**src/rtl/regfile_pkg.sv**
```systemverilog
// Shared constants, state encoding and requester ids for the RegFile write-port arbiter.
// The round-robin pick helper is shared so the grant rule lives in exactly one place.
package regfile_pkg;

  localparam int RF_DATA_W   = 32;
  localparam int RF_ADDR_W   = 5;
  localparam int RF_NUM_REGS = 32;
  localparam logic [RF_DATA_W-1:0] RF_INIT_VAL = 32'h0000_0000;

  typedef enum logic {
    ST_INIT = 1'b0,
    ST_RUN  = 1'b1
  } state_e;

  localparam logic REQ_WB = 1'b0;
  localparam logic REQ_MC = 1'b1;

  // One-hot grant for two requesters; ptr selects the winner only on contention.
  function automatic logic [1:0] rr_pick(input logic [1:0] valid, input logic ptr);
    logic [1:0] pick;
    case (valid)
      2'b01:   pick = 2'b01;
      2'b10:   pick = 2'b10;
      2'b11:   pick = ptr ? 2'b10 : 2'b01;
      default: pick = 2'b00;
    endcase
    return pick;
  endfunction

endpackage

```
**src/rtl/regfile_wr_arbiter_if.sv**
```systemverilog
// Bundle of the two write-request handshakes, the hold input and the RegFile write port.
// slave is the arbiter side, master is the pipeline/RegFile side.
interface regfile_wr_arbiter_if #(
  parameter int DATA_W = 32,
  parameter int ADDR_W = 5
);

  logic              hold;
  logic              req0_valid;
  logic              req0_ready;
  logic [ADDR_W-1:0] req0_addr;
  logic [DATA_W-1:0] req0_data;
  logic              req1_valid;
  logic              req1_ready;
  logic [ADDR_W-1:0] req1_addr;
  logic [DATA_W-1:0] req1_data;
  logic              rg_wrt_en;
  logic [ADDR_W-1:0] rg_wrt_addr;
  logic [DATA_W-1:0] rg_wrt_data;
  logic              init_done;
  logic              last_grant;

  modport slave (
    input  hold,
    input  req0_valid, req0_addr, req0_data,
    output req0_ready,
    input  req1_valid, req1_addr, req1_data,
    output req1_ready,
    output rg_wrt_en, rg_wrt_addr, rg_wrt_data,
    output init_done, last_grant
  );

  modport master (
    output hold,
    output req0_valid, req0_addr, req0_data,
    input  req0_ready,
    output req1_valid, req1_addr, req1_data,
    input  req1_ready,
    input  rg_wrt_en, rg_wrt_addr, rg_wrt_data,
    input  init_done, last_grant
  );

endinterface

```
**src/rtl/rr_arbiter2.sv**
```systemverilog
// Two-input round-robin arbiter: combinational one-hot grant, pointer register
// that moves to the loser after every grant.
module rr_arbiter2
  import regfile_pkg::*;
(
  input  logic       clk,
  input  logic       rst,
  input  logic       en,
  input  logic       hold,
  input  logic [1:0] valid,
  output logic [1:0] grant
);

  logic       ptr_r;
  logic [1:0] grant_s;

  // Grant selection; nothing is granted while disabled or held.
  always_comb begin
    grant_s = 2'b00;
    if (en && !hold) begin
      grant_s = rr_pick(valid, ptr_r);
    end else begin
      grant_s = 2'b00;
    end
  end

  // Pointer register: favour the requester that did not win this cycle.
  always_ff @(posedge clk or negedge rst) begin
    if (!rst) begin
      ptr_r <= 1'b0;
    end else if (grant_s[0]) begin
      ptr_r <= 1'b1;
    end else if (grant_s[1]) begin
      ptr_r <= 1'b0;
    end else begin
      ptr_r <= ptr_r;
    end
  end

  assign grant = grant_s;

endmodule

```
**src/rtl/regfile_wr_arbiter.sv**
```systemverilog
// Sole owner of the RegFile write port: clears every register after reset,
// then arbitrates writeback and multicycle/loader writes round-robin.
module regfile_wr_arbiter
  import regfile_pkg::*;
#(
  parameter int DATA_W   = RF_DATA_W,
  parameter int ADDR_W   = RF_ADDR_W,
  parameter int NUM_REGS = RF_NUM_REGS,
  parameter logic [DATA_W-1:0] INIT_VAL = RF_INIT_VAL
) (
  input  logic                  clk,
  input  logic                  rst,
  regfile_wr_arbiter_if.slave   bus
);

  localparam logic [ADDR_W-1:0] LAST_ADDR = ADDR_W'(NUM_REGS - 1);
  localparam logic [ADDR_W-1:0] ZERO_ADDR = {ADDR_W{1'b0}};
  localparam logic [ADDR_W-1:0] ONE_ADDR  = ADDR_W'(1);

  state_e            state_r, state_nxt_s;
  logic [ADDR_W-1:0] init_cnt_r, init_cnt_nxt_s;
  logic              wr_en_r, wr_en_nxt_s;
  logic [ADDR_W-1:0] wr_addr_r, wr_addr_nxt_s;
  logic [DATA_W-1:0] wr_data_r, wr_data_nxt_s;
  logic              init_done_r;
  logic              last_grant_r, last_grant_nxt_s;
  logic [1:0]        grant_s;
  logic              arb_en_s;

  assign arb_en_s = (state_r == ST_RUN);

  rr_arbiter2 u_rr (
    .clk   (clk),
    .rst   (rst),
    .en    (arb_en_s),
    .hold  (bus.hold),
    .valid ({bus.req1_valid, bus.req0_valid}),
    .grant (grant_s)
  );

  // Next-state and next-output logic for the clear sequence and arbitration.
  always_comb begin
    state_nxt_s      = state_r;
    init_cnt_nxt_s   = init_cnt_r;
    wr_en_nxt_s      = 1'b0;
    wr_addr_nxt_s    = wr_addr_r;
    wr_data_nxt_s    = wr_data_r;
    last_grant_nxt_s = last_grant_r;
    case (state_r)
      ST_INIT: begin
        wr_en_nxt_s    = 1'b1;
        wr_addr_nxt_s  = init_cnt_r;
        wr_data_nxt_s  = INIT_VAL;
        init_cnt_nxt_s = init_cnt_r + ONE_ADDR;
        if (init_cnt_r == LAST_ADDR) begin
          state_nxt_s = ST_RUN;
        end else begin
          state_nxt_s = ST_INIT;
        end
      end
      ST_RUN: begin
        // Writes to $0 are accepted but never reach the RegFile.
        if (grant_s[0]) begin
          last_grant_nxt_s = REQ_WB;
          if (bus.req0_addr != ZERO_ADDR) begin
            wr_en_nxt_s   = 1'b1;
            wr_addr_nxt_s = bus.req0_addr;
            wr_data_nxt_s = bus.req0_data;
          end else begin
            wr_en_nxt_s = 1'b0;
          end
        end else if (grant_s[1]) begin
          last_grant_nxt_s = REQ_MC;
          if (bus.req1_addr != ZERO_ADDR) begin
            wr_en_nxt_s   = 1'b1;
            wr_addr_nxt_s = bus.req1_addr;
            wr_data_nxt_s = bus.req1_data;
          end else begin
            wr_en_nxt_s = 1'b0;
          end
        end else begin
          wr_en_nxt_s = 1'b0;
        end
      end
      default: begin
        state_nxt_s    = ST_INIT;
        init_cnt_nxt_s = ZERO_ADDR;
      end
    endcase
  end

  // State, init counter and registered RegFile write port.
  always_ff @(posedge clk or negedge rst) begin
    if (!rst) begin
      state_r      <= ST_INIT;
      init_cnt_r   <= ZERO_ADDR;
      wr_en_r      <= 1'b0;
      wr_addr_r    <= ZERO_ADDR;
      wr_data_r    <= {DATA_W{1'b0}};
      init_done_r  <= 1'b0;
      last_grant_r <= 1'b0;
    end else begin
      state_r      <= state_nxt_s;
      init_cnt_r   <= init_cnt_nxt_s;
      wr_en_r      <= wr_en_nxt_s;
      wr_addr_r    <= wr_addr_nxt_s;
      wr_data_r    <= wr_data_nxt_s;
      init_done_r  <= (state_nxt_s == ST_RUN);
      last_grant_r <= last_grant_nxt_s;
    end
  end

  assign bus.req0_ready  = grant_s[0];
  assign bus.req1_ready  = grant_s[1];
  assign bus.rg_wrt_en   = wr_en_r;
  assign bus.rg_wrt_addr = wr_addr_r;
  assign bus.rg_wrt_data = wr_data_r;
  assign bus.init_done   = init_done_r;
  assign bus.last_grant  = last_grant_r;

endmodule

```
**src/flat_wrapper.sv**
```systemverilog
// flat-port wrapper written by rule: the top's interface ports become plain ports
module regfile_wr_arbiter_flat import regfile_pkg::*;
#(
  parameter int DATA_W   = RF_DATA_W,
  parameter int ADDR_W   = RF_ADDR_W,
  parameter int NUM_REGS = RF_NUM_REGS,
  parameter logic [DATA_W-1:0] INIT_VAL = RF_INIT_VAL
)
  (clk, rst, bus_hold, bus_req0_valid, bus_req0_addr, bus_req0_data, bus_req0_ready, bus_req1_valid, bus_req1_addr, bus_req1_data, bus_req1_ready, bus_rg_wrt_en, bus_rg_wrt_addr, bus_rg_wrt_data, bus_init_done, bus_last_grant);
  regfile_wr_arbiter_if #(.DATA_W(DATA_W), .ADDR_W(ADDR_W)) bus_i ();
  input  logic clk;
  input  logic rst;
  input wire logic [$bits(bus_i.hold)-1:0] bus_hold;
  input wire logic [$bits(bus_i.req0_valid)-1:0] bus_req0_valid;
  input wire logic [$bits(bus_i.req0_addr)-1:0] bus_req0_addr;
  input wire logic [$bits(bus_i.req0_data)-1:0] bus_req0_data;
  output wire logic [$bits(bus_i.req0_ready)-1:0] bus_req0_ready;
  input wire logic [$bits(bus_i.req1_valid)-1:0] bus_req1_valid;
  input wire logic [$bits(bus_i.req1_addr)-1:0] bus_req1_addr;
  input wire logic [$bits(bus_i.req1_data)-1:0] bus_req1_data;
  output wire logic [$bits(bus_i.req1_ready)-1:0] bus_req1_ready;
  output wire logic [$bits(bus_i.rg_wrt_en)-1:0] bus_rg_wrt_en;
  output wire logic [$bits(bus_i.rg_wrt_addr)-1:0] bus_rg_wrt_addr;
  output wire logic [$bits(bus_i.rg_wrt_data)-1:0] bus_rg_wrt_data;
  output wire logic [$bits(bus_i.init_done)-1:0] bus_init_done;
  output wire logic [$bits(bus_i.last_grant)-1:0] bus_last_grant;
  assign bus_i.hold = bus_hold;
  assign bus_i.req0_valid = bus_req0_valid;
  assign bus_i.req0_addr = bus_req0_addr;
  assign bus_i.req0_data = bus_req0_data;
  assign bus_req0_ready = bus_i.req0_ready;
  assign bus_i.req1_valid = bus_req1_valid;
  assign bus_i.req1_addr = bus_req1_addr;
  assign bus_i.req1_data = bus_req1_data;
  assign bus_req1_ready = bus_i.req1_ready;
  assign bus_rg_wrt_en = bus_i.rg_wrt_en;
  assign bus_rg_wrt_addr = bus_i.rg_wrt_addr;
  assign bus_rg_wrt_data = bus_i.rg_wrt_data;
  assign bus_init_done = bus_i.init_done;
  assign bus_last_grant = bus_i.last_grant;
  regfile_wr_arbiter #(.DATA_W(DATA_W), .ADDR_W(ADDR_W), .NUM_REGS(NUM_REGS), .INIT_VAL(INIT_VAL)) u_core (.clk(clk), .rst(rst), .bus(bus_i));
endmodule
```
**config.mk**
```make
export PLATFORM = sky130hd
export DESIGN_NAME = regfile_wr_arbiter_flat
export DESIGN_NICKNAME = d
export VERILOG_FILES = /design/src/rtl/regfile_pkg.sv /design/src/rtl/regfile_wr_arbiter_if.sv /design/src/rtl/rr_arbiter2.sv /design/src/rtl/regfile_wr_arbiter.sv /design/src/flat_wrapper.sv
export SDC_FILE = /design/constraint.sdc
export NUM_CORES = 1
export LEC_CHECK = 0
export ABC_CLOCK_PERIOD_IN_PS = 3050
export CAP_MARGIN = 20
export CORE_UTILIZATION = 40
export CTS_BUF_LIST = sky130_fd_sc_hd__clkbuf_2 sky130_fd_sc_hd__clkbuf_4 sky130_fd_sc_hd__clkbuf_8
export CTS_CLUSTER_DIAMETER = 30
export DETAILED_ROUTE_END_ITERATION = 7
export PLACE_DENSITY = 0.78
export REMOVE_ABC_BUFFERS = 1
export SLEW_MARGIN = 10
export SYNTH_ARGS = -nofsm -noshare
export SYNTH_HDL_FRONTEND = slang
export SYNTH_HIERARCHICAL = 1
export SYNTH_SLANG_ARGS = --single-unit
```
**constraint.sdc**
```tcl
create_clock -name clk -period 3.05 [get_ports clk]
set_input_delay 0.305 -clock clk [delete_from_list [all_inputs] [get_ports clk]]
set_output_delay 0.305 -clock clk [all_outputs]
set_load 0.02 [all_outputs]
```
==> flow_results.xml, run 1 <==
<?xml version="1.0" encoding="UTF-8"?>
<metrics>
  <group name="worst_setup_path">
    <metric name="crit_start" unit="">u_core/bus.init_done$_DFF_PN0_</metric>
    <metric name="cp.arrival" unit="ps">2250</metric>
    <metric name="setup.worst_path.start_class" unit="">flip-flop</metric>
    <metric name="cp_endpoint" unit="">bus_req0_ready</metric>
    <metric name="rr_worst_depth" unit="">7</metric>
    <metric name="worst-path-max-fanout" unit="">26</metric>
    <metric name="regToRegSetupSlack" unit="ps">820</metric>
    <metric name="worst-endpoint-required" unit="ps">2740</metric>
    <metric name="crit_reg_reg_startpoint" unit="">u_core/bus.init_done$_DFF_PN0_</metric>
    <metric name="worstReg2RegEnd" unit="">u_core/bus.rg_wrt_data[5]$_DFFE_PN0P_</metric>
    <metric name="setup.worst_path.class" unit="">flip-flop to primary output</metric>
    <metric name="crit_end_category" unit="">primary output</metric>
  </group>
  <group name="clocking">
    <metric name="clock-root-buffer" unit="">sky130_fd_sc_hd__clkbuf_8</metric>
    <metric name="htree_num_levels" unit="">2</metric>
    <metric name="cts.path.max_buffers" unit="">2</metric>
    <metric name="cts_buf_count" unit="">5</metric>
    <metric name="cts_tree" unit="">done</metric>
    <metric name="cts.clk_slew.worst_paths" unit="ps">80</metric>
    <metric name="clk_latency" unit="ps">290</metric>
    <metric name="numClockSinks" unit="">46</metric>
  </group>
  <group name="timing">
    <metric name="finClkSkew" unit="ps">2.15</metric>
    <metric name="maxSlewViolCount" unit="">0</metric>
    <metric name="worst-slew-pin-transition" unit="ps">477</metric>
    <metric name="fin_crit" unit="ps">2550</metric>
    <metric name="finalSetupViolations" unit="">0</metric>
    <metric name="maxClockFrequency" unit="GHz">0.392</metric>
    <metric name="post-route-worst-setup-slack" unit="ps">496</metric>
    <metric name="final.hold.worst_slack" unit="ps">496</metric>
    <metric name="final-hold-violation-count" unit="">0</metric>
    <metric name="rsz0062_at_grt" unit="">no</metric>
    <metric name="period_share" unit="%">83.7</metric>
    <metric name="timing.max_slew.rel_slack" unit="%">68.2</metric>
  </group>
  <group name="power">
    <metric name="leakage" unit="nW">1.66</metric>
    <metric name="pwr_density_cell" unit="nW/um^2">516</metric>
    <metric name="fin_total_pwr" unit="mW">2.03</metric>
    <metric name="worst_ir_drop_vdd" unit="V">0.000317</metric>
  </group>
  <group name="hold_path">
    <metric name="worstHoldPathType" unit="">input pin to asynchronous set/reset pin</metric>
  </group>
  <group name="floorplan">
    <metric name="io_pins" unit="">121</metric>
    <metric name="core-area" unit="um^2">6060</metric>
    <metric name="die-area" unit="um^2">6780</metric>
    <metric name="floorplan.initialDensity" unit="%">42.6</metric>
    <metric name="row_count" unit="">28</metric>
    <metric name="die_extent_in_x" unit="um">82.4</metric>
    <metric name="die_h" unit="um">82.4</metric>
  </group>
  <group name="routing">
    <metric name="num_vias" unit="">1935</metric>
    <metric name="dr.first_iter.drc_count" unit="">58</metric>
    <metric name="firstDrtPassIters" unit="">3</metric>
    <metric name="detail_route.vias_per_cell" unit="">4.83</metric>
    <metric name="remaining_drc_errors" unit="">0</metric>
    <metric name="wl_per_cell" unit="um">14.2</metric>
    <metric name="finalWirelength" unit="um">5710</metric>
    <metric name="drt.antenna.violating_nets" unit="">0</metric>
  </group>
  <group name="finish">
    <metric name="area_delta_synth_final" unit="%">52.5</metric>
    <metric name="fill_cells" unit="">505</metric>
    <metric name="antenna_cell_count" unit="">0</metric>
    <metric name="final_layout_size_suffix_gt1_share" unit="%">17.8</metric>
    <metric name="final_nets" unit="">406</metric>
    <metric name="finalCoreUtilization" unit="%">65.0</metric>
  </group>
  <group name="yosys">
    <metric name="async_flop_share" unit="%">100</metric>
    <metric name="ys_seq_elements" unit="">46</metric>
    <metric name="post_synth_num_cell_types" unit="">28</metric>
    <metric name="synth_enable_flop_cells" unit="">0</metric>
    <metric name="synth_ff_type" unit="">sky130_fd_sc_hd__dfrtp_1</metric>
    <metric name="synth.yosys.seq_area_share" unit="%">44.6</metric>
    <metric name="synthesis.yosys.warnings" unit="">6</metric>
    <metric name="synthDominantCellAreaShare" unit="%">44.6</metric>
    <metric name="syn_area_per_cell" unit="um^2">12.5</metric>
    <metric name="syn-instance-count" unit="">207</metric>
    <metric name="synthesis.area" unit="um^2">2580</metric>
    <metric name="post_synth_main_area_contributors" unit="">sky130_fd_sc_hd__dfrtp_1 (45%), sky130_fd_sc_hd__mux2i_1 (14%), sky130_fd_sc_hd__mux2_4 (11%), sky130_fd_sc_hd__mux2_2 (8.7%), sky130_fd_sc_hd__nor2b_1 (7.8%)</metric>
    <metric name="synth_largest_area_cell" unit="">sky130_fd_sc_hd__dfrtp_1</metric>
  </group>
  <group name="grt">
    <metric name="first_global_vias" unit="">1976</metric>
    <metric name="antenna_found_initial" unit="">0</metric>
    <metric name="pin_count_of_the_biggest_net_entering_global_routing" unit="">48</metric>
    <metric name="gr-total-overflow" unit="">0</metric>
    <metric name="wire_length_of_the_first_global_routing_pass" unit="um">8820</metric>
    <metric name="gr-usage-all-layers" unit="%">17.3</metric>
  </group>
  <group name="placed_design">
    <metric name="io_buffers" unit="">120</metric>
    <metric name="dpl_worst_slack" unit="ps">493</metric>
    <metric name="post-dp-hpwl" unit="um">4210</metric>
    <metric name="gp_congestion" unit="">0.772</metric>
  </group>
  <group name="job">
    <metric name="max-cap-violations" unit="">0</metric>
  </group>
  <group name="status">
    <metric name="run_status" unit="">complete, no violations</metric>
  </group>
</metrics>
==> cell type report <==
cell class              instances  area [um^2]  area share (%)
multi-input cells             143         1320            33.5
repair buffers                126         1270            32.2
flip-flops and latches         46         1150            29.2
well taps                      75         93.8            2.38
clock buffers                   7         90.1            2.29
inverters                       3         11.3           0.286
clock inverters                 1         5.00           0.127
==> cells in the final DEF, fill, tap and decap left out, drive strengths merged, types with 3 or more instances in the layout <==
master	n
nor2	7
nor2b	32
a21oi	8
mux2	39
buf	6
clkdlybuf4s50	119
clkbuf	7
dfrtp	46
xnor2	3
inv	3
mux2i	37
==> cells in the mapped netlist, types with 2 or more instances <==
cell                       instances
sky130_fd_sc_hd__a21oi_1           8
sky130_fd_sc_hd__buf_12            2
sky130_fd_sc_hd__buf_2             5
sky130_fd_sc_hd__clkbuf_1          6
sky130_fd_sc_hd__dfrtp_1          46
sky130_fd_sc_hd__ha_1              2
sky130_fd_sc_hd__inv_1             3
sky130_fd_sc_hd__mux2_2           20
sky130_fd_sc_hd__mux2_4           19
sky130_fd_sc_hd__mux2i_1          37
sky130_fd_sc_hd__nand2b_1          2
sky130_fd_sc_hd__nand3b_1          2
sky130_fd_sc_hd__nor2_1            7
sky130_fd_sc_hd__nor2b_1          32
sky130_fd_sc_hd__xnor2_1           3
==> kinds of logic (layout without fill, tap and decap cells) <==
kind of cell               after synthesis  in the layout  synth area share, %
muxes                                   76             76                 34.1
and+or+nand+nor                         53             53                 12.7
DFF                                     46             46                 44.6
buffers and inverters                   18            137                 4.70
AOI/OAI and AO/OA                        9              9                 1.89
xor gates and xnor gates                 3              3                 1.02
adders and majority gates                2              2                0.969
==> critical path, stage by stage (launching register included) <==
cell and delay (ps):
sky130_fd_sc_hd__dfrtp_1 510, sky130_fd_sc_hd__nand3b_1 210, sky130_fd_sc_hd__nor2_4 150, sky130_fd_sc_hd__buf_4 390, sky130_fd_sc_hd__clkdlybuf4s50_1 690
==> through the flow <==
stage / TNS [ps] / area, um^2 / cells
after CTS: 0 / 3910 / 399
after global routing: 0 / 3940 / 401
after detailed placement: 0 / 3810 / 391
after floorplan: -85910 / 2470 / 192
final: 0 / 3940 / 401
after global placement: 0 / 3810 / 391
==> worst min-delay path by stage <==
stage | startpoint | end | slack (ps) | cells after the start
after floorplan | rst | u_core/bus.init_done$_DFF_PN0_ | 9 | 0
after global placement | u_core/bus.rg_wrt_data[8]$_DFFE_PN0P_ | u_core/bus.rg_wrt_data[8]$_DFFE_PN0P_ | 490 | 1
after detailed placement | u_core/bus.rg_wrt_data[24]$_DFFE_PN0P_ | u_core/bus.rg_wrt_data[24]$_DFFE_PN0P_ | 490 | 1
after CTS | rst | u_core/bus.rg_wrt_data[3]$_DFFE_PN0P_ | 230 | 1
after global routing | u_core/bus.rg_wrt_data[3]$_DFFE_PN0P_ | u_core/bus.rg_wrt_data[3]$_DFFE_PN0P_ | 520 | 1
final | rst | u_core/bus.rg_wrt_data[28]$_DFFE_PN0P_ | 500 | 2
==> repair_timing <==
action                                 4_1_cts  5_1_grt
buffers inserted                             0        0
endpoints found under the hold margin        0       18
setup endpoints to repair                    0        0
hold buffers                                 0        1
resized for setup                            0        0
==> flip-flops by register name, indices dropped and copies added (netlist names) <==
| name | flops |
|---|---|
| u_core/bus.rg_wrt_data | 32 |
| u_core/bus.rg_wrt_en | 1 |
| u_core/bus.init_done | 1 |
| u_core/bus.last_grant | 1 |
| u_core/init_cnt_r | 5 |
| u_core/bus.rg_wrt_addr | 5 |
| u_core/u_rr/ptr_r | 1 |
==> per-layer routing <==
metal / wire, um / global-route usage, % / share of wire [%]
met1: 2390 / 20.5 / 42
met2: 2690 / 30.3 / 47
met3: 557 / 4.95 / 9.7
met4: 72 / 4.91 / 1.3
met5: 0 / 0 / 0
==> where the power goes <==
part | internal [mW] | switching (mW) | leakage (nW)
logic | 0.491 | 0.348 | 1.06
clock network | 0.192 | 0.197 | 0.0517
registers | 0.736 | 0.0685 | 0.546
Power figures use the tool's default switching activity.
==> run 2: changes to the inputs <==
--- a/config.mk
+++ b/config.mk
@@ -5,7 +5,7 @@
 export SDC_FILE = /design/constraint.sdc
 export NUM_CORES = 1
 export LEC_CHECK = 0
-export ABC_CLOCK_PERIOD_IN_PS = 3050
+export ABC_CLOCK_PERIOD_IN_PS = 2600
 export CAP_MARGIN = 20
 export CORE_UTILIZATION = 40
 export CTS_BUF_LIST = sky130_fd_sc_hd__clkbuf_2 sky130_fd_sc_hd__clkbuf_4 sky130_fd_sc_hd__clkbuf_8
==> constraint.sdc (replaced) <==
create_clock -name clk -period 2.6 [get_ports clk]
set_input_delay 0.26 -clock clk [delete_from_list [all_inputs] [get_ports clk]]
set_output_delay 0.26 -clock clk [all_outputs]
set_load 0.02 [all_outputs]
==> flow_results.xml, run 2 (same netlist as run 1, synthesis figures left out) <==
<?xml version="1.0" encoding="UTF-8"?>
<metrics>
  <group name="grt">
    <metric name="wire_length_of_the_first_global_routing_pass" unit="um">8940</metric>
    <metric name="pin_count_of_the_biggest_net_entering_global_routing" unit="">39</metric>
    <metric name="antenna_found_initial" unit="">0</metric>
    <metric name="gr-total-overflow" unit="">0</metric>
    <metric name="gr-usage-all-layers" unit="%">17.5</metric>
    <metric name="first_global_vias" unit="">1918</metric>
  </group>
  <group name="clocking">
    <metric name="cts_tree" unit="">done</metric>
    <metric name="clock-root-buffer" unit="">sky130_fd_sc_hd__clkbuf_8</metric>
    <metric name="clk_latency" unit="ps">290</metric>
    <metric name="htree_num_levels" unit="">2</metric>
    <metric name="numClockSinks" unit="">46</metric>
    <metric name="post_cts_resized" unit="">0</metric>
    <metric name="cts_buf_count" unit="">5</metric>
    <metric name="cts.path.max_buffers" unit="">2</metric>
    <metric name="cts.clk_slew.worst_paths" unit="ps">80</metric>
  </group>
  <group name="routing">
    <metric name="detail_route.vias_per_cell" unit="">4.80</metric>
    <metric name="dr.first_iter.drc_count" unit="">51</metric>
    <metric name="firstDrtPassIters" unit="">4</metric>
    <metric name="remaining_drc_errors" unit="">0</metric>
    <metric name="wl_per_cell" unit="um">14.5</metric>
    <metric name="finalWirelength" unit="um">5820</metric>
    <metric name="num_vias" unit="">1931</metric>
    <metric name="drt.antenna.violating_nets" unit="">0</metric>
  </group>
  <group name="power">
    <metric name="power.share.combinational" unit="%">41.3</metric>
    <metric name="pwr_density_cell" unit="nW/um^2">606</metric>
    <metric name="internal_power" unit="mW">1.67</metric>
    <metric name="power.switching_fraction" unit="%">30.3</metric>
    <metric name="worst_ir_drop_vdd" unit="V">0.000305</metric>
    <metric name="power_switching" unit="mW">0.724</metric>
    <metric name="seq_power_share" unit="%">39.5</metric>
    <metric name="power.clock.fraction" unit="%">19.2</metric>
    <metric name="fin_total_pwr" unit="mW">2.39</metric>
    <metric name="leakage" unit="nW">1.66</metric>
  </group>
  <group name="worst_setup_path">
    <metric name="crit_start" unit="">u_core/bus.init_done$_DFF_PN0_</metric>
    <metric name="crit_reg_reg_startpoint" unit="">u_core/bus.init_done$_DFF_PN0_</metric>
    <metric name="cp.arrival" unit="ps">2210</metric>
    <metric name="worst-path-max-fanout" unit="">38</metric>
    <metric name="worst-endpoint-required" unit="ps">2340</metric>
    <metric name="setup.worst_path.class" unit="">flip-flop to primary output</metric>
    <metric name="critical-path-slowest-cell" unit="">sky130_fd_sc_hd__clkdlybuf4s50_1</metric>
    <metric name="cp_endpoint" unit="">bus_req0_ready</metric>
    <metric name="rr_worst_depth" unit="">7</metric>
    <metric name="regToRegSetupSlack" unit="ps">430</metric>
    <metric name="setup.worst_path.start_class" unit="">flip-flop</metric>
    <metric name="crit_end_category" unit="">primary output</metric>
    <metric name="worst_path_largest_cell_delay" unit="ps">670</metric>
    <metric name="worstReg2RegEnd" unit="">u_core/bus.rg_wrt_addr[0]$_DFFE_PN0P_</metric>
    <metric name="crit_path_cell_trace" unit="">nand3b_1 -&gt; nor2_4 -&gt; buf_12 -&gt; clkdlybuf4s50_1</metric>
  </group>
  <group name="timing">
    <metric name="post-route-worst-setup-slack" unit="ps">125</metric>
    <metric name="period_share" unit="%">95.2</metric>
    <metric name="finalSetupViolations" unit="">0</metric>
    <metric name="totalNegativeSetupSlack" unit="ps">0</metric>
    <metric name="final.hold.worst_slack" unit="ps">456</metric>
    <metric name="worst-slew-pin-transition" unit="ps">492</metric>
    <metric name="rsz0062_at_grt" unit="">no</metric>
    <metric name="fin_crit" unit="ps">2470</metric>
    <metric name="finClkSkew" unit="ps">5.31</metric>
    <metric name="final-hold-violation-count" unit="">0</metric>
    <metric name="maxClockFrequency" unit="GHz">0.404</metric>
    <metric name="timing.max_slew.rel_slack" unit="%">67.2</metric>
    <metric name="maxSlewViolCount" unit="">0</metric>
  </group>
  <group name="finish">
    <metric name="max_reg_flops" unit="">32</metric>
    <metric name="final_nets" unit="">407</metric>
    <metric name="fin_area" unit="um^2">3950</metric>
    <metric name="most_frequent_cells_in_the_layout" unit="">sky130_fd_sc_hd__clkdlybuf4s50_1 (119), sky130_fd_sc_hd__dfrtp_1 (46), sky130_fd_sc_hd__mux2i_1 (37), sky130_fd_sc_hd__nor2b_1 (32), sky130_fd_sc_hd__mux2_2 (20)</metric>
    <metric name="final_layout_size_suffix_gt1_share" unit="%">18.0</metric>
    <metric name="antenna_cell_count" unit="">0</metric>
    <metric name="area_delta_synth_final" unit="%">52.8</metric>
    <metric name="final-instance-count-excl-fill" unit="">402</metric>
    <metric name="layout_commonest_cell" unit="">sky130_fd_sc_hd__clkdlybuf4s50_1</metric>
    <metric name="finalCoreUtilization" unit="%">65.1</metric>
  </group>
  <group name="floorplan">
    <metric name="core-area" unit="um^2">6060</metric>
    <metric name="die-area" unit="um^2">6780</metric>
    <metric name="die_h" unit="um">82.4</metric>
    <metric name="io_pins" unit="">121</metric>
    <metric name="row_count" unit="">28</metric>
    <metric name="floorplan.initialDensity" unit="%">42.6</metric>
    <metric name="die_extent_in_x" unit="um">82.4</metric>
  </group>
  <group name="placed_design">
    <metric name="dp.cells" unit="">393</metric>
    <metric name="gp_congestion" unit="">0.769</metric>
    <metric name="io_buffers" unit="">120</metric>
    <metric name="dpl_cell_area" unit="um^2">3840</metric>
    <metric name="post-dp-hpwl" unit="um">4400</metric>
    <metric name="dpl_worst_slack" unit="ps">207</metric>
  </group>
  <group name="hold_path">
    <metric name="worstHoldPathType" unit="">input pin to asynchronous set/reset pin</metric>
  </group>
  <group name="status">
    <metric name="run_status" unit="">complete, no violations</metric>
  </group>
  <group name="job">
    <metric name="max-cap-violations" unit="">0</metric>
  </group>
</metrics>
-- run 2: changes by cell type in the layout (fill, tap and decap cells not counted) --
cell,change
sky130_fd_sc_hd__buf_4,+1
-- run 2: worst min-delay path by stage --
stage	start	endpoint	slack, ps
after CTS	rst	u_core/u_rr/ptr_r$_DFFE_PN0P_	480
after global routing	rst	u_core/bus.rg_wrt_data[29]$_DFFE_PN0P_	500
final	rst	u_core/bus.rg_wrt_data[28]$_DFFE_PN0P_	460
after global placement	rst	u_core/bus.rg_wrt_data[28]$_DFFE_PN0P_	250
after detailed placement	rst	u_core/bus.rg_wrt_data[28]$_DFFE_PN0P_	260
after floorplan	rst	u_core/bus.init_done$_DFF_PN0_	-40
-- run 2: per-layer routing --
layer / part of all wire [%] / global-route usage [%]
met1: 43 / 22.2
met2: 46 / 28.9
met3: 10 / 5.49
met4: 0.86 / 4.21
met5: 0 / 0
-- run 2: layout make-up --
cell class / instances / area [um^2]
clock buffer: 7 / 90.1
clock inverter: 1 / 5.00
fill: 514 / 2120
inverter: 3 / 11.3
multi-input combinational: 143 / 1320
sequential: 46 / 1150
tap: 75 / 93.8
timing repair buffer: 127 / 1280
-- run 2: worst max-delay path, delay by kind of cell, from the launching register on --
kind / cells / cell delay [ps]
buffers and inverters: 2 / 940
and+or+nand+nor: 2 / 400
DFF: 1 / 530
-- run 2: repair_timing --
item                                   CTS  global route
hold buffers                             1             0
buffers inserted                         0             0
endpoints found under the hold margin   21             0
-- run 2: power groups by stage --
stage	Clock, mW	Combinational, mW	Sequential, mW
2_1_floorplan	0	0.312	1.13
3_3_place_gp	0	0.979	0.953
5_1_grt	0.507	1.05	0.963
4_1_cts	0.479	0.998	0.944
6_report	0.459	0.987	0.943
3_5_place_dp	0	0.996	0.953
==> run 3: changes to the inputs <==
--- a/config.mk
+++ b/config.mk
@@ -7,11 +7,10 @@
 export LEC_CHECK = 0
 export ABC_CLOCK_PERIOD_IN_PS = 2600
 export CAP_MARGIN = 20
-export CORE_UTILIZATION = 40
+export CORE_UTILIZATION = 30
 export CTS_BUF_LIST = sky130_fd_sc_hd__clkbuf_2 sky130_fd_sc_hd__clkbuf_4 sky130_fd_sc_hd__clkbuf_8
 export CTS_CLUSTER_DIAMETER = 30
 export DETAILED_ROUTE_END_ITERATION = 7
-export PLACE_DENSITY = 0.78
 export REMOVE_ABC_BUFFERS = 1
 export SLEW_MARGIN = 10
 export SYNTH_ARGS = -nofsm -noshare
==> flow_results.xml, run 3 (same netlist as run 1, synthesis figures left out) <==
<?xml version="1.0" encoding="UTF-8"?>
<metrics>
  <group name="status">
    <metric name="run_status" unit="">complete, no violations</metric>
  </group>
  <group name="clocking">
    <metric name="cts.path.max_buffers" unit="">2</metric>
    <metric name="cts_buf_count" unit="">5</metric>
    <metric name="post-cts-setup-buffers" unit="">0</metric>
    <metric name="post_cts_resized" unit="">0</metric>
    <metric name="numClockSinks" unit="">46</metric>
    <metric name="cts_tree" unit="">done</metric>
    <metric name="cts.clk_slew.worst_paths" unit="ps">80</metric>
    <metric name="clock-root-buffer" unit="">sky130_fd_sc_hd__clkbuf_8</metric>
    <metric name="clk_latency" unit="ps">290</metric>
    <metric name="htree_num_levels" unit="">2</metric>
  </group>
  <group name="worst_setup_path">
    <metric name="cp.arrival" unit="ps">1880</metric>
    <metric name="setup.worst_path.start_class" unit="">input pin</metric>
    <metric name="setup.worst_path.class" unit="">input pin to primary output</metric>
    <metric name="crit_path_cell_trace" unit="">clkdlybuf4s50_1 -&gt; nand3b_1 -&gt; nor2_4 -&gt; buf_4 -&gt; clkdlybuf4s50_1</metric>
    <metric name="crit_end_category" unit="">primary output</metric>
    <metric name="worst-path-max-fanout" unit="">9</metric>
    <metric name="worst_path_largest_cell_delay" unit="ps">620</metric>
    <metric name="critical_path_depth" unit="">5</metric>
    <metric name="crit_family" unit="">buffers and inverters</metric>
    <metric name="timing.critical_path.buf_inv" unit="">3</metric>
    <metric name="crit_top_cell" unit="">sky130_fd_sc_hd__clkdlybuf4s50_1</metric>
    <metric name="critical-path-slowest-cell" unit="">sky130_fd_sc_hd__clkdlybuf4s50_1</metric>
    <metric name="rr_worst_depth" unit="">7</metric>
    <metric name="worst-endpoint-required" unit="ps">2340</metric>
  </group>
  <group name="routing">
    <metric name="firstDrtPassIters" unit="">4</metric>
    <metric name="finalWirelength" unit="um">5950</metric>
    <metric name="num_vias" unit="">1971</metric>
    <metric name="dr.first_iter.drc_count" unit="">69</metric>
    <metric name="drt.antenna.violating_nets" unit="">0</metric>
    <metric name="detail_route.vias_per_cell" unit="">4.56</metric>
    <metric name="wl_per_cell" unit="um">13.8</metric>
    <metric name="remaining_drc_errors" unit="">0</metric>
  </group>
  <group name="timing">
    <metric name="maxClockFrequency" unit="GHz">0.468</metric>
    <metric name="finalSetupViolations" unit="">0</metric>
    <metric name="maxSlewViolCount" unit="">0</metric>
    <metric name="final-hold-violation-count" unit="">0</metric>
    <metric name="totalNegativeSetupSlack" unit="ps">0</metric>
    <metric name="timing.max_slew.rel_slack" unit="%">62.0</metric>
    <metric name="finClkSkew" unit="ps">4.59</metric>
    <metric name="fin_crit" unit="ps">2140</metric>
    <metric name="period_share" unit="%">82.3</metric>
    <metric name="worst-slew-pin-transition" unit="ps">570</metric>
    <metric name="rsz0062_at_grt" unit="">no</metric>
  </group>
  <group name="floorplan">
    <metric name="die_extent_in_x" unit="um">94.8</metric>
    <metric name="die-area" unit="um^2">8980</metric>
    <metric name="core-area" unit="um^2">8260</metric>
    <metric name="io_pins" unit="">121</metric>
    <metric name="row_count" unit="">33</metric>
    <metric name="die_h" unit="um">94.8</metric>
    <metric name="floorplan.initialDensity" unit="%">31.3</metric>
  </group>
  <group name="power">
    <metric name="power.share.combinational" unit="%">41.8</metric>
    <metric name="worst_ir_drop_vdd" unit="V">0.000276</metric>
    <metric name="seq_power_share" unit="%">40.1</metric>
    <metric name="power.clock.fraction" unit="%">18.1</metric>
    <metric name="power.switching_fraction" unit="%">30.0</metric>
    <metric name="power_switching" unit="mW">0.706</metric>
    <metric name="internal_power" unit="mW">1.64</metric>
    <metric name="leakage" unit="nW">1.66</metric>
    <metric name="pwr_density_cell" unit="nW/um^2">591</metric>
  </group>
  <group name="finish">
    <metric name="final_layout_size_suffix_gt1_share" unit="%">18.0</metric>
    <metric name="max_reg_flops" unit="">32</metric>
    <metric name="antenna_cell_count" unit="">0</metric>
    <metric name="most_frequent_cells_in_the_layout" unit="">sky130_fd_sc_hd__clkdlybuf4s50_1 (119), sky130_fd_sc_hd__dfrtp_1 (46), sky130_fd_sc_hd__mux2i_1 (37), sky130_fd_sc_hd__nor2b_1 (32), sky130_fd_sc_hd__mux2_2 (20)</metric>
    <metric name="layout_commonest_cell" unit="">sky130_fd_sc_hd__clkdlybuf4s50_1</metric>
    <metric name="final_nets" unit="">409</metric>
    <metric name="area_delta_synth_final" unit="%">53.8</metric>
    <metric name="fin_area" unit="um^2">3970</metric>
  </group>
  <group name="placed_design">
    <metric name="dpl_cell_area" unit="um^2">3880</metric>
    <metric name="gp_congestion" unit="">0.746</metric>
    <metric name="io_buffers" unit="">120</metric>
    <metric name="post-dp-hpwl" unit="um">4500</metric>
  </group>
  <group name="grt">
    <metric name="gr-usage-all-layers" unit="%">13.8</metric>
    <metric name="wire_length_of_the_first_global_routing_pass" unit="um">9710</metric>
    <metric name="antenna_found_initial" unit="">0</metric>
    <metric name="pin_count_of_the_biggest_net_entering_global_routing" unit="">39</metric>
    <metric name="first_global_vias" unit="">1991</metric>
    <metric name="gr-total-overflow" unit="">0</metric>
  </group>
  <group name="job">
    <metric name="max-cap-violations" unit="">0</metric>
  </group>
  <group name="hold_path">
    <metric name="whs_path_depth" unit="">1</metric>
    <metric name="worstHoldPathType" unit="">flip-flop to flip-flop</metric>
  </group>
</metrics>
-- run 3: power groups by stage --
stage	Combinational, mW	Clock (mW)	Sequential (mW)
2_1_floorplan	0.312	0	1.13
3_3_place_gp	0.984	0	0.954
4_1_cts	0.998	0.453	0.946
6_report	0.982	0.424	0.943
3_5_place_dp	0.994	0	0.958
5_1_grt	1.05	0.475	0.965
-- run 3: what timing repair did --
item	in CTS	in global routing
hold endpoints to repair	23	0
hold buffers	1	0
endpoints found under the setup margin	0	0
-- run 3: per-layer routing --
metal  global-route usage [%]  part of all wire (%)
met5                        0                     0
met1                     18.1                    45
met2                     22.8                    47
met4                     3.79                  0.60
met3                     2.98                   7.8
-- run 3: through the flow --
| stage | utilization [%] | cells | total power [mW] | hold WS (ps) | setup WS [ps] |
|---|---|---|---|---|---|
| 2_1_floorplan | - | 192 | 1.44 | -35.6 | -2670 |
| 3_5_place_dp | 47.0 | 425 | 1.95 | 289 | 258 |
| 6_report | 48.1 | 432 | 2.35 | 492 | 461 |
| 5_1_grt | 48.1 | 432 | 2.49 | 518 | 346 |
| 4_1_cts | 48.1 | 432 | 2.40 | 496 | 446 |
| 3_3_place_gp | 47.0 | 425 | 1.94 | 275 | 308 |
-- run 3: area by class of cell --
| cell class | instances | area (um^2) |
|---|---|---|
| Inverter | 3 | 11.3 |
| Multi-Input combinational cell | 143 | 1320 |
| Tap cell | 105 | 131 |
| Clock buffer | 6 | 82.6 |
| Sequential cell | 46 | 1150 |
| Fill cell | 789 | 4290 |
| Timing Repair Buffer | 129 | 1280 |
-- run 3: final timing paths --
| kind | start | to | slack [ps] |
|---|---|---|---|
| setup / recovery | bus_hold | bus_req0_ready | 460 |
| hold / removal | u_core/init_cnt_r[3]$_DFFE_PN0N_ | u_core/init_cnt_r[3]$_DFFE_PN0N_ | 490 |
| setup reg to reg | u_core/bus.init_done$_DFF_PN0_ | u_core/bus.rg_wrt_data[4]$_DFFE_PN0P_ | 600 |
| hold reg to reg | u_core/init_cnt_r[3]$_DFFE_PN0N_ | u_core/init_cnt_r[3]$_DFFE_PN0N_ | 490 |
| max in group asynchronous | rst | u_core/bus.rg_wrt_data[0]$_DFFE_PN0P_ | 1370 |
| min in group asynchronous | rst | u_core/bus.rg_wrt_data[29]$_DFFE_PN0P_ | 500 |
